$ cat config.mk
export PLATFORM = sky130hd
export DESIGN_NAME = dsi_lane_rx
export DESIGN_NICKNAME = d
export VERILOG_FILES = /design/src/rtl/dsi_lane_rx.sv
export SDC_FILE = /design/constraint.sdc
export NUM_CORES = 1
export LEC_CHECK = 0
export CAP_MARGIN = 20
export CORE_AREA = 2 2 73 75
export CTS_BUF_LIST = sky130_fd_sc_hd__clkbuf_4 sky130_fd_sc_hd__clkbuf_8 sky130_fd_sc_hd__clkbuf_16
export DETAILED_ROUTE_END_ITERATION = 8
export DIE_AREA = 0 0 75 77
export PLACE_DENSITY = 0.78
export SLEW_MARGIN = 15
export SYNTH_ARGS = -nofsm -noshare
export SYNTH_HDL_FRONTEND = slang
export SYNTH_SLANG_ARGS = --single-unit
$ cat constraint.sdc
create_clock -name clk_base -period 2.2 [get_ports clk_base]
set_clock_uncertainty 0.2 [all_clocks]
set_input_delay 0.44 -clock clk_base [delete_from_list [all_inputs] [get_ports clk_base]]
set_output_delay 0.44 -clock clk_base [all_outputs]
set_load 0.02 [all_outputs]
$ cat src/rtl/dsi_lane_rx.sv
// dsi_lane_rx -- receive side of one DSI data lane.
//
// Watches the filtered LP pair for the LP-11 -> LP-01 -> LP-00 HS-entry
// sequence, enables HS termination, locks byte alignment on the sync
// pattern and delivers payload bytes. The last TRAIL_BYTES aligned bytes
// of a burst are held back in a delay line and dropped on the return to
// LP-11, so the HS trailer never reaches the packet layer.
//
// Ports:
//   clk_base    byte clock, all logic on its rising edge
//   reset       synchronous reset, active-high
//   lp_in_p/n   LP receiver outputs (already synchronized)
//   hs_data_in  deserializer byte, arbitrary bit alignment, bit 0 earliest
//   hs_term_en  HS termination / receiver enable
//   data_out    aligned payload byte (0 when data_valid is low)
//   data_valid  data_out valid this cycle
//   sof         first data_valid of a burst
//   eof         one-cycle pulse after the last output byte of a burst
//   active      high in every state except RX_STOP
//   sync_err    sync timeout or illegal LP sequence, held until LP-11
//   lp_state    filtered LP state {n,p}
module dsi_lane_rx #(
   parameter logic [7:0] SYNC_PATTERN = 8'b00011101,
   parameter int         LP_FILTER    = 2,
   parameter int         HS_SETTLE    = 3,
   parameter int         SYNC_TIMEOUT = 32,
   parameter int         TRAIL_BYTES  = 2
) (
   input  logic       clk_base,
   input  logic       reset,
   input  logic       lp_in_p,
   input  logic       lp_in_n,
   input  logic [7:0] hs_data_in,
   output logic       hs_term_en,
   output logic [7:0] data_out,
   output logic       data_valid,
   output logic       sof,
   output logic       eof,
   output logic       active,
   output logic       sync_err,
   output logic [1:0] lp_state
);

   typedef enum logic [2:0] {
      RX_STOP, RX_HS_RQST, RX_HS_PRPR, RX_HS_SYNC, RX_HS_DATA, RX_ESC, RX_ERROR
   } rx_state_e;

   localparam logic [1:0] LP00 = 2'b00;
   localparam logic [1:0] LP01 = 2'b01;
   localparam logic [1:0] LP10 = 2'b10;
   localparam logic [1:0] LP11 = 2'b11;

   rx_state_e state_q, state_d;

   logic [1:0] cand_q, cand_d;
   logic [3:0] flt_cnt_q, flt_cnt_d;
   logic [1:0] lp_state_q, lp_state_d;
   logic [7:0] timer_q, timer_d;
   logic [7:0] prev_byte_q, prev_byte_d;
   logic [2:0] offset_q, offset_d;
   logic [TRAIL_BYTES-1:0][7:0] dl_q, dl_d;
   logic [2:0] dl_cnt_q, dl_cnt_d;
   logic       seen_q, seen_d;

   logic [1:0]  lp_raw;
   logic [15:0] win;
   logic        match;
   logic [2:0]  match_off;
   logic [7:0]  aligned;
   logic        shift_en;
   logic        dl_full;

   assign lp_raw = {lp_in_n, lp_in_p};
   assign win    = {hs_data_in, prev_byte_q};

   // LP glitch filter: a new raw value restarts the count; the filtered
   // state follows once the raw value has been seen LP_FILTER cycles in a row.
   always_comb begin
      cand_d     = cand_q;
      flt_cnt_d  = flt_cnt_q;
      lp_state_d = lp_state_q;
      if (lp_raw != cand_q) begin
         cand_d    = lp_raw;
         flt_cnt_d = 4'd1;
      end else if (flt_cnt_q < 4'(LP_FILTER)) begin
         flt_cnt_d = flt_cnt_q + 4'd1;
      end
      if (flt_cnt_d >= 4'(LP_FILTER))
         lp_state_d = cand_d;
   end

   // Sync search; scanning downward lets the lowest matching offset win.
   always_comb begin
      match     = 1'b0;
      match_off = 3'd0;
      for (int k = 7; k >= 0; k--) begin
         if (win[k +: 8] == SYNC_PATTERN) begin
            match     = 1'b1;
            match_off = 3'(k);
         end
      end
   end

   assign aligned  = win[offset_q +: 8];
   assign shift_en = (state_q == RX_HS_DATA) && (lp_state_q != LP11);
   assign dl_full  = (dl_cnt_q == 3'(TRAIL_BYTES));

   // ---------------- state register ----------------
   always_ff @(posedge clk_base) begin
      if (reset) state_q <= RX_STOP;
      else       state_q <= state_d;
   end

   // ---------------- next-state logic ----------------
   always_comb begin
      state_d = state_q;
      unique case (state_q)
         RX_STOP: begin
            if      (lp_state_q == LP01) state_d = RX_HS_RQST;
            else if (lp_state_q == LP10) state_d = RX_ESC;
            else if (lp_state_q == LP00) state_d = RX_ERROR;
         end
         RX_HS_RQST: begin
            if      (lp_state_q == LP00) state_d = RX_HS_PRPR;
            else if (lp_state_q == LP11) state_d = RX_STOP;
            else if (lp_state_q == LP10) state_d = RX_ERROR;
         end
         RX_HS_PRPR: begin
            if      (lp_state_q != LP00)              state_d = RX_ERROR;
            else if (timer_q == 8'(HS_SETTLE - 1))    state_d = RX_HS_SYNC;
         end
         RX_HS_SYNC: begin
            // Lane dropping back to stop before sync simply ends the burst.
            if      (lp_state_q == LP11)              state_d = RX_STOP;
            else if (lp_state_q != LP00)              state_d = RX_ERROR;
            else if (match)                           state_d = RX_HS_DATA;
            else if (timer_q == 8'(SYNC_TIMEOUT - 1)) state_d = RX_ERROR;
         end
         RX_HS_DATA: if (lp_state_q == LP11) state_d = RX_STOP;
         RX_ESC:     if (lp_state_q == LP11) state_d = RX_STOP;
         RX_ERROR:   if (lp_state_q == LP11) state_d = RX_STOP;
         default:    state_d = RX_STOP;
      endcase
   end

   // ---------------- outputs ----------------
   always_comb begin
      hs_term_en = (state_q == RX_HS_PRPR) || (state_q == RX_HS_SYNC) ||
                   (state_q == RX_HS_DATA);
      active     = (state_q != RX_STOP);
      sync_err   = (state_q == RX_ERROR);
      data_valid = shift_en && dl_full;
      data_out   = data_valid ? dl_q[TRAIL_BYTES-1] : 8'd0;
      sof        = data_valid && !seen_q;
      eof        = (state_q == RX_HS_DATA) && (lp_state_q == LP11) && seen_q;
      lp_state   = lp_state_q;
   end

   // ---------------- datapath next values ----------------
   always_comb begin
      prev_byte_d = hs_data_in;
      // One timer serves both the settle count and the sync timeout; it
      // restarts on every state change.
      timer_d     = (state_d == state_q) ? timer_q + 8'd1 : 8'd0;
      offset_d    = (state_q == RX_HS_SYNC && match) ? match_off : offset_q;
      dl_d        = dl_q;
      dl_cnt_d    = dl_cnt_q;
      if (shift_en) begin
         dl_d[0] = aligned;
         for (int i = 1; i < TRAIL_BYTES; i++) dl_d[i] = dl_q[i-1];
         if (!dl_full) dl_cnt_d = dl_cnt_q + 3'd1;
      end else if (state_q != RX_HS_DATA) begin
         dl_cnt_d = 3'd0;   // flush: held trailer bytes are never output
      end
      seen_d = (state_q != RX_HS_DATA) ? 1'b0 : (seen_q || data_valid);
   end

   always_ff @(posedge clk_base) begin
      if (reset) begin
         cand_q      <= LP11;
         flt_cnt_q   <= 4'd0;
         lp_state_q  <= LP11;
         timer_q     <= 8'd0;
         prev_byte_q <= 8'd0;
         offset_q    <= 3'd0;
         dl_q        <= '0;
         dl_cnt_q    <= 3'd0;
         seen_q      <= 1'b0;
      end else begin
         cand_q      <= cand_d;
         flt_cnt_q   <= flt_cnt_d;
         lp_state_q  <= lp_state_d;
         timer_q     <= timer_d;
         prev_byte_q <= prev_byte_d;
         offset_q    <= offset_d;
         dl_q        <= dl_d;
         dl_cnt_q    <= dl_cnt_d;
         seen_q      <= seen_d;
      end
   end

endmodule

==> metrics.cfg <==
[place]
dp_slack_ns = -0.458
placed_cells = 407
place_congestion = 0.835
hpwl_microns = 4060
port_buffers = 27

[die]
coreArea_sq_mm = 0.00498
boundaryPins = 28
dieArea_sq_mm = 0.00578
rows = 26
die_height_microns = 77
die_w_microns = 75
initial_core_util = 0.556

[synthesis]
synth_area_sq_mm = 0.00277
synth_flop_cell = dfxtp_1
async_reset_ff_frac = 0
synthTopCellsByArea = dfxtp_1 36%, mux4_2 6.5%, mux2i_1 4.7%
synth_seq_cells = 50
synthTopCellsByCount = 50 x dfxtp_1, 26 x nor2_1, 25 x a21oi_1, 23 x nand2_1, 13 x mux2i_1
ys_types = 49
avgSynthCellArea_sq_um = 9.45
yosysWarnings = 0
syn-num-nets = 310
synth_edf_count = 0
synth.most_common_cell = dfxtp_1
synth_top_area_cell = dfxtp_1
synthCells = 293
synth_top_area_frac = 0.362
yosysSeqAreaShare = 0.362

[global_routing]
grt_max_degree = 40
grt_pass1_wl_microns = 10500
overflow = 0
antenna_found_initial = 0
grt_pass1_vias = 2273
grt_usage = 0.229

[sta]
setup_viol_count_final = 6
setup_ws_ns = -0.0563
drv_slew = 0
relSlewSlack = 0.645
finalCriticalPeriod_ns = 2.26
clock.fmax_mhz = 443
final-hold-violation-count = 0
rsz0062_at_grt = yes
worstMarginPinSlew_ns = 0.525
min_period_over_period = 1.03
setup_tns_ns = -0.209

[critical_path]
path_buf_inv = 3
end_kind = output port
worst-setup-path-type = register to output port
crit_required_ns = 1.56
start_kind = register
critPathMaxFanout = 4
reg2reg_from = prev_byte_q[5]$_SDFF_PP0_
r2r_cells = 6
rrSetupSlack_ns = 0.05
regToRegEndpoint = timer_q[5]$_SDFF_PP0_
critPathMaxStageDelay_ns = 0.34
critPathArrivalTime_ns = 1.62
path_cells = nor2_4 > nand3_4 > nor3b_4 > buf_4 > buf_6 > and2_4 > buf_6
critical-path-top-delay-family = simple AND/OR/NAND/NOR gates
crit_slowest_cell = dfxtp_2
crit_top_cell = buf_6

[clock_network]
cts.path.max_buffers = 2
clock_sinks = 50
h-tree-depth = 2
numCtsBuffers = 5
clkTransAtPathRegs_ns = 0.09
cts_root_buf = clkbuf_8
holdBufCountCts = 0
cts_tree = yes
clkLatencyLatePin_ns = 0.30

[flow_run]
maxCapViolations = 0

[routing]
drt_wl_total_microns = 6430
top_layer = met4
dr.pass1.iters = 4
route.met2.wl_microns = 3210
route.detailed.drc = 0
drtIter0Drc = 200
met3_length_microns = 241
num_vias = 2416
viasPerCell = 5.61
ant_nets = 0
wire_per_inst_microns = 14.9
m1WireLength_microns = 2900

[layout]
area_growth_pct = 33.3
stdcell_count = 431
antenna_cells = 0
final_layout_size_suffix_gt1_frac = 0.382
nets = 377

[status]
status = finished, violations left
violations = negative setup slack

[power]
irDropWorstVdd_uv = 473
power_uw = 2000
power_density_mw_per_mm2 = 542
p_leak_uw = 0.00131

[min_path]
hold_path_class = register to register
min_from = dl_q[5]$_SDFFE_PP0P_
hold_end = dl_q[13]$_SDFFE_PP0P_
min_path_cells = 2

## report_power, final
part | switching, uW | internal, uW
combinational | 240 | 245
sequential | 35.8 | 947
clock | 310 | 224
## worst reg2reg max path, delay by kind of cell (launching register included)
family / cells / cell delay, ns
AO/OA/AOI/OAI: 2 / 0.51
AND/OR/NAND/NOR: 3 / 0.70
buffers and inverters: 1 / 0.16
flip-flops: 1 / 0.51
## layer usage
metal | up-vias | GRT usage
li1 | 1194 | -
met1 | 1154 | 0.320
met2 | 59 | 0.365
met3 | 9 | 0.0381
met4 | 0 | 0.0571
met5 | - | 0
## through the flow
| stage | cell area (sq um) | util | hold slack (ns) |
|---|---|---|---|
| global placement | 3330 | 0.668 | 0.241 |
| CTS | 3570 | 0.717 | 0.255 |
| floorplan | 2790 | - | 0.232 |
| detailed placement | 3330 | 0.668 | 0.242 |
| finish | 3690 | 0.742 | 0.259 |
| global route | 3690 | 0.742 | 0.295 |
## how the worst max path moves through the flow
stage	cells past startpoint	end	slack (ns)	start
floorplan	6	data_out[0]	0.05	state_q[1]$_SDFF_PP0_
global placement	7	timer_q[0]$_SDFF_PP0_	-0.41	hs_data_in[0]
finish	7	data_out[0]	-0.06	state_q[0]$_SDFF_PP0_
CTS	6	data_out[5]	-0.08	state_q[1]$_SDFF_PP0_
detailed placement	7	timer_q[1]$_SDFF_PP0_	-0.46	hs_data_in[0]
global route	7	data_out[0]	-0.13	state_q[0]$_SDFF_PP0_
## registers in the layout, summed over array words and instances (netlist names)
signal,count
flt_cnt_q,4
offset_q,3
cand_q,2
seen_q,1
state_q,3
dl_q,16
timer_q,8
dl_cnt_q,3
prev_byte_q,8
lp_state,2
## kinds of logic (layout without fill, tap and decap cells)
| kind of cell | Yosys count | after routing | share of synthesized area |
|---|---|---|---|
| multiplexers | 21 | 21 | 0.112 |
| XOR/XNOR | 11 | 11 | 0.0416 |
| AO/OA/AOI/OAI | 66 | 66 | 0.175 |
| flip-flops | 50 | 50 | 0.362 |
| buffers and inverters | 24 | 92 | 0.0420 |
| AND/OR/NAND/NOR | 116 | 116 | 0.245 |
| adder cells (fa/ha/maj) | 5 | 5 | 0.0226 |
## repair_timing
action                     4_1_cts  5_1_grt
resized for setup               69       46
pin swaps                        2       16
setup endpoints to repair       24       30
buffers inserted                15        4
cloned                           1        0
hold endpoints to repair         0        0
## cells in the final DEF, fill, tap and decap left out, drive strengths merged, types with 6 or more instances in the layout
| cell | n |
|---|---|
| buf | 61 |
| dfxtp | 50 |
| nor2 | 26 |
| a21oi | 25 |
| nand2 | 23 |
| a211oi | 17 |
| mux2i | 13 |
| nor2b | 12 |
| and2 | 11 |
| o21ai | 10 |
| mux4 | 8 |
| xnor2 | 8 |
| and4bb | 8 |
| clkdlybuf4s50 | 7 |
| dlygate4sd2 | 6 |
| clkbuf | 6 |
## final cells by class
class / instances / area, sq um
timing repair buffer: 79 / 688
clock inverter: 3 / 21.3
sequential: 50 / 1010
inverter: 5 / 18.8
fill: 354 / 1280
tap: 70 / 87.6
multi-input combinational: 219 / 1800
clock buffer: 5 / 68.8
Note: power is estimated with default switching activity, not from simulation.
==> edit: new RTL, same flow settings <==
Add an input register stage for `lp_in_p`, `lp_in_n` and `hs_data_in`; this delays them by one clock.
--- a/src/rtl/dsi_lane_rx.sv
+++ b/src/rtl/dsi_lane_rx.sv
@@ -51,4 +51,14 @@
    localparam logic [1:0] LP11 = 2'b11;
 
+   logic lp_in_p_q;
+   logic lp_in_n_q;
+   logic [7:0] hs_data_q;
+
+   always_ff @(posedge clk_base) begin
+      lp_in_p_q <= lp_in_p;
+      lp_in_n_q <= lp_in_n;
+      hs_data_q <= hs_data_in;
+   end
+
    rx_state_e state_q, state_d;
 
@@ -71,6 +81,6 @@
    logic        dl_full;
 
-   assign lp_raw = {lp_in_n, lp_in_p};
-   assign win    = {hs_data_in, prev_byte_q};
+   assign lp_raw = {lp_in_n_q, lp_in_p_q};
+   assign win    = {hs_data_q, prev_byte_q};
 
    // LP glitch filter: a new raw value restarts the count; the filtered
@@ -159,5 +169,5 @@
    // ---------------- datapath next values ----------------
    always_comb begin
-      prev_byte_d = hs_data_in;
+      prev_byte_d = hs_data_q;
       // One timer serves both the settle count and the sync timeout; it
       // restarts on every state change.
Formal check against the unedited RTL: not equivalent (a bounded check fails within 4 cycles, from zero or initial values and one cycle with reset high).
==> edit against the unedited design <==
- the flow still finishes with violations (setup timing)
- power rose by 22%
- cell area shrank 0.88%
- sequential power increased by 20%
- first-iteration DRC count decreased by 8.5%
- via count rose by 3.5%
- die area did not move
- sequential cell count increased by 10
- setup slack better by 27 ps
- area after synthesis rose by 7.7%
- sequential share of layout area is 5.6 points higher
- wire length shrank 7.3%
- utilization is 0.65 points lower
- critical path type unchanged
- critical endpoint is now data_out[1]
==> edit: results <==
set metrics [dict create \
    outcome "finished, violations left" \
    failing_checks "setup timing" \
    nFillCells 412 \
    vdd_ir_drop_max_uv 525 \
    synth_seq_area_share 0.403 \
    grt_pass1_vias 2268 \
    post-dp-hpwl_um 4100 \
    nets 379 \
    setup_viol_count_final 7 \
    groute.layer.met3.usage 0.0473 \
    grtUsageMet1 0.307 \
    grt_util_met2 0.339 \
    mappedNetlistNets 334 \
    startpoint "state_q[1]$_SDFF_PP0_" \
    hold_path_end "dl_q[11]$_SDFFE_PP0P_" \
    hold-worst-slack_ps 251 \
    regToRegEndpoint "timer_q[3]$_SDFF_PP0_" \
    drt-total-wl_um 5970 \
    cp_data_arrival_time_ps 1590 \
    postLayoutSetupSlackWorst_ps -29.5 \
    power_leakage_nw 1.34 \
    r2r_start "timer_q[1]$_SDFF_PP0_" \
    grtUsageTotal 0.230 \
    hold_path_startpoint "dl_q[11]$_SDFFE_PP0P_" \
    worst_slew_margin_rel 0.709 \
    place.gp.congestion 0.842 \
    design_area_um2 3660 \
    synth_top_cells_by_count "sky130_fd_sc_hd__dfxtp_1 (60), sky130_fd_sc_hd__nand2_1 (33), sky130_fd_sc_hd__nor2_1 (25), sky130_fd_sc_hd__a21oi_1 (20)" \
]
==> edit: final cells by class <==
type                    count  share of cell area
clock buffers              11              0.0414
clock inverters             4             0.00684
inverters                   9             0.00923
multi-input cells         230               0.470
flip-flops and latches     60               0.329
well taps                  70              0.0239
repair buffers             52               0.119
==> edit: kinds of logic (layout without fill, tap and decap cells) <==
kind of cell	Yosys count	after routing	share of synthesized area
DFF	60	60	0.403
xor gates and xnor gates	10	10	0.0294
buffers and inverters	27	76	0.0398
and+or+nand+nor	133	133	0.261
adders and majority gates	5	5	0.0210
AOI/OAI and AO/OA	61	61	0.142
muxes	21	21	0.104
==> edit: worst max-delay path by stage <==
| stage | to | slack (ps) | cells past startpoint |
|---|---|---|---|
| finish | data_out[1] | -30 | 7 |
| global route | data_out[2] | -120 | 6 |
| CTS | data_out[1] | -40 | 7 |
| detailed placement | sof | -130 | 6 |
| global placement | data_out[7] | -50 | 6 |
| floorplan | data_out[0] | 10 | 6 |
==> edit: worst reg2reg max path, stage by stage, from the launching register on <==
cell	delay, ps
sky130_fd_sc_hd__dfxtp_1	330
sky130_fd_sc_hd__ha_1	230
sky130_fd_sc_hd__nand4_1	130
sky130_fd_sc_hd__nor4_1	60
sky130_fd_sc_hd__buf_4	150
sky130_fd_sc_hd__or2_2	280
sky130_fd_sc_hd__a311o_4	450
sky130_fd_sc_hd__nor3_2	160
==> edit: power by group <==
part | switching (mW) | internal (mW)
Combinational | 0.209 | 0.185
Clock | 0.420 | 0.459
Sequential | 0.0414 | 1.13
==> edit: through the flow <==
stage | setup WS (ps) | setup TNS, ps | cells
finish | -29.5 | -102 | 436
global route | -119 | -893 | 436
CTS | -44.3 | -82.9 | 436
detailed placement | -126 | -1010 | 418
global placement | -52.7 | -462 | 418
floorplan | 13.8 | 0 | 317
==> edit: layer usage <==
metal,part of all wire,vias up
li1,-,1236
met1,0.45,1174
met2,0.48,77
met3,0.054,14
met4,0.021,0
met5,0,-
==> edit: repair_timing <==
item,in CTS,in global routing
hold endpoints to repair,0,0
pin swaps,3,3
endpoints found under the setup margin,14,21
setup buffers,2,0
gates cloned,1,0
gates resized for setup,58,16
